<file path="src/rtl/piso_tx_if.sv">
// Parallel load handshake and serial link signals between the packer, piso_tx and the SIPO side.
interface piso_tx_if #(
  parameter int unsigned WIDTH = 144
);
  logic             load_valid;
  logic [WIDTH-1:0] load_data;
  logic             load_ready;
  logic             ser_start;
  logic             ser_out;
  logic             ser_valid;
  logic             piso_done;
  logic             busy;

  modport master (
    output load_valid, load_data,
    input  load_ready, ser_start, ser_out, ser_valid, piso_done, busy
  );

  modport slave (
    input  load_valid, load_data,
    output load_ready, ser_start, ser_out, ser_valid, piso_done, busy
  );
endinterface

</file>
<file path="src/rtl/piso_tx.sv">
// Parallel-in/serial-out transmitter: one-entry holding buffer, START strobe, LSB-first frame,
// optional idle gap between frames.
module piso_tx #(
  parameter int unsigned WIDTH      = 144,
  parameter int unsigned GAP_CYCLES = 0
) (
  input logic       clk,
  input logic       rst,
  piso_tx_if.slave  bus
);

  localparam int unsigned CntW = $clog2(WIDTH);
  localparam int unsigned GapW = (GAP_CYCLES > 1) ? $clog2(GAP_CYCLES) : 1;
  localparam logic [CntW-1:0] CntLast = CntW'(WIDTH - 1);
  localparam logic [GapW-1:0] GapLast = GapW'((GAP_CYCLES > 0) ? GAP_CYCLES - 1 : 0);

  typedef enum logic [1:0] {StIdle, StStart, StShift, StGap} state_e;

  state_e           r_state;
  logic             r_buf_full;
  logic [WIDTH-1:0] r_buf;
  logic [WIDTH-1:0] r_sr;
  logic [CntW-1:0]  r_count;
  logic [GapW-1:0]  r_gap;
  logic             r_done;
  logic             w_accept;

  assign w_accept = bus.load_valid && !r_buf_full;

  always_ff @(posedge clk or posedge rst) begin
    if (rst) begin
      r_state    <= StIdle;
      r_buf_full <= 1'b0;
      r_buf      <= '0;
      r_sr       <= '0;
      r_count    <= '0;
      r_gap      <= '0;
      r_done     <= 1'b0;
    end else begin
      r_done <= 1'b0;
      if (w_accept) begin
        r_buf      <= bus.load_data;
        r_buf_full <= 1'b1;
      end
      case (r_state)
        StIdle: begin
          if (r_buf_full) r_state <= StStart;
        end
        // START is only entered with a full buffer, so no load can collide with the clear
        StStart: begin
          r_sr       <= r_buf;
          r_buf_full <= 1'b0;
          r_count    <= '0;
          r_state    <= StShift;
        end
        StShift: begin
          r_sr    <= r_sr >> 1;
          r_count <= r_count + CntW'(1);
          if (r_count == CntLast) begin
            r_done  <= 1'b1;
            r_count <= '0;
            if (GAP_CYCLES > 0) begin
              r_gap   <= GapLast;
              r_state <= StGap;
            end else if (r_buf_full || w_accept) begin
              r_state <= StStart;
            end else begin
              r_state <= StIdle;
            end
          end
        end
        StGap: begin
          if (r_gap == '0) begin
            r_state <= r_buf_full ? StStart : StIdle;
          end else begin
            r_gap <= r_gap - GapW'(1);
          end
        end
        default: r_state <= StIdle;
      endcase
    end
  end

  // Link outputs decode registered state only, so reset clears them asynchronously
  assign bus.load_ready = !r_buf_full;
  assign bus.ser_start  = (r_state == StStart);
  assign bus.ser_valid  = (r_state == StShift);
  assign bus.ser_out    = (r_state == StShift) && r_sr[0];
  assign bus.piso_done  = r_done;
  assign bus.busy       = (r_state != StIdle);

endmodule

</file>
<file path="src/flat_wrapper.sv">
// flat-port wrapper written by rule: the top's interface ports become plain ports
module piso_tx_flat 
#(
  parameter int unsigned WIDTH      = 144,
  parameter int unsigned GAP_CYCLES = 0
)
  (clk, rst, bus_load_valid, bus_load_data, bus_load_ready, bus_ser_start, bus_ser_out, bus_ser_valid, bus_piso_done, bus_busy);
  piso_tx_if #(.WIDTH(WIDTH)) bus_i ();
  input logic clk;
  input logic rst;
  input wire logic [$bits(bus_i.load_valid)-1:0] bus_load_valid;
  input wire logic [$bits(bus_i.load_data)-1:0] bus_load_data;
  output wire logic [$bits(bus_i.load_ready)-1:0] bus_load_ready;
  output wire logic [$bits(bus_i.ser_start)-1:0] bus_ser_start;
  output wire logic [$bits(bus_i.ser_out)-1:0] bus_ser_out;
  output wire logic [$bits(bus_i.ser_valid)-1:0] bus_ser_valid;
  output wire logic [$bits(bus_i.piso_done)-1:0] bus_piso_done;
  output wire logic [$bits(bus_i.busy)-1:0] bus_busy;
  assign bus_i.load_valid = bus_load_valid;
  assign bus_i.load_data = bus_load_data;
  assign bus_load_ready = bus_i.load_ready;
  assign bus_ser_start = bus_i.ser_start;
  assign bus_ser_out = bus_i.ser_out;
  assign bus_ser_valid = bus_i.ser_valid;
  assign bus_piso_done = bus_i.piso_done;
  assign bus_busy = bus_i.busy;
  piso_tx #(.WIDTH(WIDTH), .GAP_CYCLES(GAP_CYCLES)) u_core (.clk(clk), .rst(rst), .bus(bus_i));
endmodule
</file>
<file path="config.mk">
export PLATFORM = sky130hd
export DESIGN_NAME = piso_tx_flat
export DESIGN_NICKNAME = d
export VERILOG_FILES = /design/src/rtl/piso_tx_if.sv /design/src/rtl/piso_tx.sv /design/src/flat_wrapper.sv
export SDC_FILE = /design/constraint.sdc
export NUM_CORES = 1
export LEC_CHECK = 0
export BUFFER_PORTS_ARGS = -buffer_cell sky130_fd_sc_hd__buf_4
export CORE_AREA = 2 2 159 161
export CTS_CLUSTER_SIZE = 24
export DETAILED_ROUTE_END_ITERATION = 16
export DIE_AREA = 0 0 161 163
export GPL_ROUTABILITY_DRIVEN = 0
export PLACE_DENSITY = 0.75
export SLEW_MARGIN = 20
export SYNTH_ARGS = -nofsm -noshare
export SYNTH_HDL_FRONTEND = slang
export SYNTH_SLANG_ARGS = --single-unit
export TNS_END_PERCENT = 100
</file>
<file path="constraint.sdc">
create_clock -name clk -period 9.3 [get_ports clk]
set_input_delay 0.465 -clock clk [delete_from_list [all_inputs] [get_ports clk]]
set_output_delay 0.465 -clock clk [all_outputs]
set_load 0.02 [all_outputs]
</file>
==> summary.txt <==
================================================================================
Result of the run ................................................. finished, final reports clean
Cts hold-fix bufs .................................................            0
Reg clk slew, reported paths ......................................      0.06 ns
Worst-Skew Late Latency ...........................................      0.49 ns
Required time at the endpoint of the critical path ................      8.84 ns
Master cell of the clock root buffer .............................. sky130_fd_sc_hd__clkbuf_16
Worst Setup Path Type .............................................   reg -> out
Final Max Tran Viols ..............................................            0
Final worst-path cycle share ......................................        39.4%
Die area ..........................................................   26,200 um2
Cell Area, Synth ..................................................   12,600 um2
Highest achievable clock rate .....................................    0.273 GHz
Net count reported at finish ......................................        1,280
Clock power share .................................................        22.3%
Number of setup buffers added after CTS ...........................            0
Vias after detailed routing .......................................        7,702
Adder-cell share of the synthesized area ..........................       0.597%
Fraction of power consumed by combinational cells .................        36.4%
Final wirelength ..................................................      23.0 mm
Number of hold-slack violations in the final timing report ........            0
Share of cell area taken by muxes after synthesis .................        24.6%
Share of layout cells above drive strength 1 ......................        31.9%
Portion of total power attributed to sequential cells .............        41.3%
Number of sinks on the clock net ..................................          300
Slew @ Worst Pin ..................................................      1.11 ns
Area fraction in and, or, nand and nor cells after synthesis ......        5.37%
Global router's overall resource usage ............................        17.9%
Vias per cell .....................................................         5.20
Crit. End Element .................................................  output port
Unrepaired setup endpoints after global routing ...................           no
MaxCap Viol Count .................................................            0
Worst clock skew on the final layout ..............................   0.00746 ns
Clock tree buffer depth ...........................................            3
Number of fill cells ..............................................        2,002
Remaining design rule violation count .............................            0
Detail Route Antenna Nets .........................................            0
First-pass GRT wire length ........................................      38.6 mm
XOR/XNOR Fraction of Synth Area ...................................       0.418%
Share of synthesized flip-flops with an asynchronous set or reset .         100%
Leftover overflow at the end of global routing ....................            0
Worst rel slew slack ..............................................        26.0%
Synthesized Nets ..................................................        1,150
Post-cts sizing count .............................................            0
Number of DRC violations after detailed-routing iteration 0 .......          415
Maximum number of pins on one net before global-route repair ......          152
Number of synthesis warnings ......................................            0
Prevailing post-synth register cell ............................... sky130_fd_sc_hd__dfrtp_1
Arrival time of the worst setup path ..............................      3.20 ns
Switch share ......................................................        34.4%
Final setup vio count .............................................            0
Fin Setup TNS .....................................................         0 ns
Internal power ....................................................    0.00374 W
Sequential fraction of the synthesis area .........................        59.7%
Number of primary I/O pins ........................................          153
Initial Utilization ...............................................        51.0%
Drt first pass iters ..............................................            4
Post-synthesis area per instance ..................................     12.6 um2
Die Height ........................................................       163 um
Flop-to-flop setup slack ..........................................      6.37 ns
Num rows ..........................................................           58
Number of flops mapped to enable cells by yosys ...................            0
Clock tree from TritonCTS .........................................          yes
Pwr Density .......................................................   381 nW/um2
Largest voltage drop on the vdd net ...............................     0.199 mV
CTS Buf Count .....................................................           34
Compound-Gate Fraction of Synth Area ..............................        6.09%
Area grow syn2layout ..............................................        18.9%
H-Tree Level Count ................................................            2
Routed wire per std cell ..........................................      15.5 um
Main combinational cell family by area after synthesis ............ multiplexers
Switching component of the power ..................................    0.00196 W
Leak ..............................................................      6.40 nW
Number of port buffers ............................................          152
Largest fanout on the critical path ...............................           59
Yosys cell types ..................................................           32
Synth Instances ...................................................          997
Die extent in x ...................................................       161 um
Minimum clock period ..............................................      3.67 ns
CP Launch Type ....................................................         flop
Synthesis-stage register bit count ................................          300
Hpwl dp ...........................................................      13.8 mm
Core region area ..................................................   24,700 um2
Antenna violations before repair ..................................            1
Final Total Pwr ...................................................    0.00569 W
Min-Delay Path Class ..............................................  in -> async
Vias in the first global route ....................................        7,795
================================================================================
==> cell usage in the layout (no fill, tap or decap), drive strengths merged, types with 3 or more instances in the layout <==
master and n:
clkbuf 49, buf 161, nand4 3, a21oi 144, mux2i 145, ha 6, nand2 3, inv 8
clkinv 9, dfrtp 300, mux2 145, xnor2 4, nor2 156
==> final cells by class <==
class	count	area, um2	area share (%)
multi-input combinational	622	4690	31.4
clock buffer	49	1020	6.81
sequential	300	7510	50.2
tap	330	413	2.76
antenna	1	2.50	0.0167
clock inverter	9	48.8	0.326
inverter	8	42.5	0.285
timing repair buffer	161	1230	8.22
==> flip-flops by register name (all words and copies together), names as in the netlist <==
register              cells
u_core.r_buf            144
u_core.r_sr             144
u_core.r_state            2
u_core.bus.piso_done      1
u_core.r_buf_full         1
u_core.r_count            8
==> routing by layer <==
| metal | global-route usage (%) | vias up | part of all wire (%) |
|---|---|---|---|
| met5 | 0 | - | 0 |
| met4 | 4.95 | 0 | 2.1 |
| met3 | 3.59 | 34 | 4.6 |
| met2 | 28.3 | 136 | 46 |
| met1 | 25.4 | 3802 | 47 |
| li1 | - | 3730 | - |
==> cells by family (layout without fill, tap and decap cells) <==
family,after synthesis,count (layout)
AO/OA/AOI/OAI,149,149
XOR/XNOR,6,6
adder cells (fa/ha/maj),6,6
buffers and inverters,75,227
flip-flops,300,300
multiplexers,290,290
other,0,1
AND/OR/NAND/NOR,171,171
==> cells in the mapped netlist (2+ instances only) <==
cell type | instances | area [um2]
sky130_fd_sc_hd__a21oi_1 | 144 | 721
sky130_fd_sc_hd__buf_1 | 8 | 30.0
sky130_fd_sc_hd__buf_2 | 20 | 100
sky130_fd_sc_hd__buf_4 | 10 | 75.1
sky130_fd_sc_hd__buf_6 | 7 | 78.8
sky130_fd_sc_hd__clkbuf_1 | 21 | 78.8
sky130_fd_sc_hd__dfrtp_1 | 300 | 7510
sky130_fd_sc_hd__ha_1 | 6 | 75.1
sky130_fd_sc_hd__inv_1 | 8 | 30.0
sky130_fd_sc_hd__mux2_2 | 144 | 1620
sky130_fd_sc_hd__mux2i_1 | 145 | 1450
sky130_fd_sc_hd__nand2_1 | 3 | 11.3
sky130_fd_sc_hd__nand4_1 | 3 | 18.8
sky130_fd_sc_hd__nor2_1 | 156 | 586
sky130_fd_sc_hd__xnor2_1 | 4 | 35.0
sky130_fd_sc_hd__xor2_1 | 2 | 17.5
==> power by group through the flow <==
stage                     registers, W  clock network, W  logic, W
after floorplan                0.00226                 0   0.00178
after global placement         0.00235                 0   0.00197
after detailed placement       0.00237                 0   0.00207
after CTS                      0.00236           0.00130   0.00208
after global routing           0.00244           0.00136   0.00234
final                          0.00235           0.00127   0.00207
==> metrics by stage <==
step	area [um2]	setup slack, ns	hold WS, ns	std cells	util [%]
5_1_grt	15000	5.44	0.178	1480	60.6
3_5_place_dp	13800	5.73	0.478	1420	56.1
6_report	15000	5.63	0.000227	1480	60.6
2_1_floorplan	12600	0.546	0.459	997	-
4_1_cts	14900	5.56	0.175	1478	60.5
3_3_place_gp	13800	5.91	0.472	1420	56.1
==> path summary, 6_finish.rpt <==
check / startpoint / end / cells past startpoint
setup / recovery: u_core.r_state[0] / bus_ser_out / 5
hold / removal: rst / u_core.r_buf[33] / 2
setup reg to reg: u_core.r_state[1] / u_core.r_sr[37] / 6
hold reg to reg: u_core.r_buf[143] / u_core.r_sr[143] / 1
max in group asynchronous: rst / u_core.r_sr[54] / 3
min in group clk: bus_load_data[37] / u_core.r_buf[37] / 2
==> critical path, cell delays in order, from the launching register on <==
cell                      delay (ns)
sky130_fd_sc_hd__dfrtp_1        0.40
sky130_fd_sc_hd__inv_1          0.21
sky130_fd_sc_hd__ha_4           0.85
sky130_fd_sc_hd__buf_4          0.82
sky130_fd_sc_hd__and2_1         0.24
sky130_fd_sc_hd__buf_4          0.14
No activity file was read; power rests on OpenSTA's default activity.
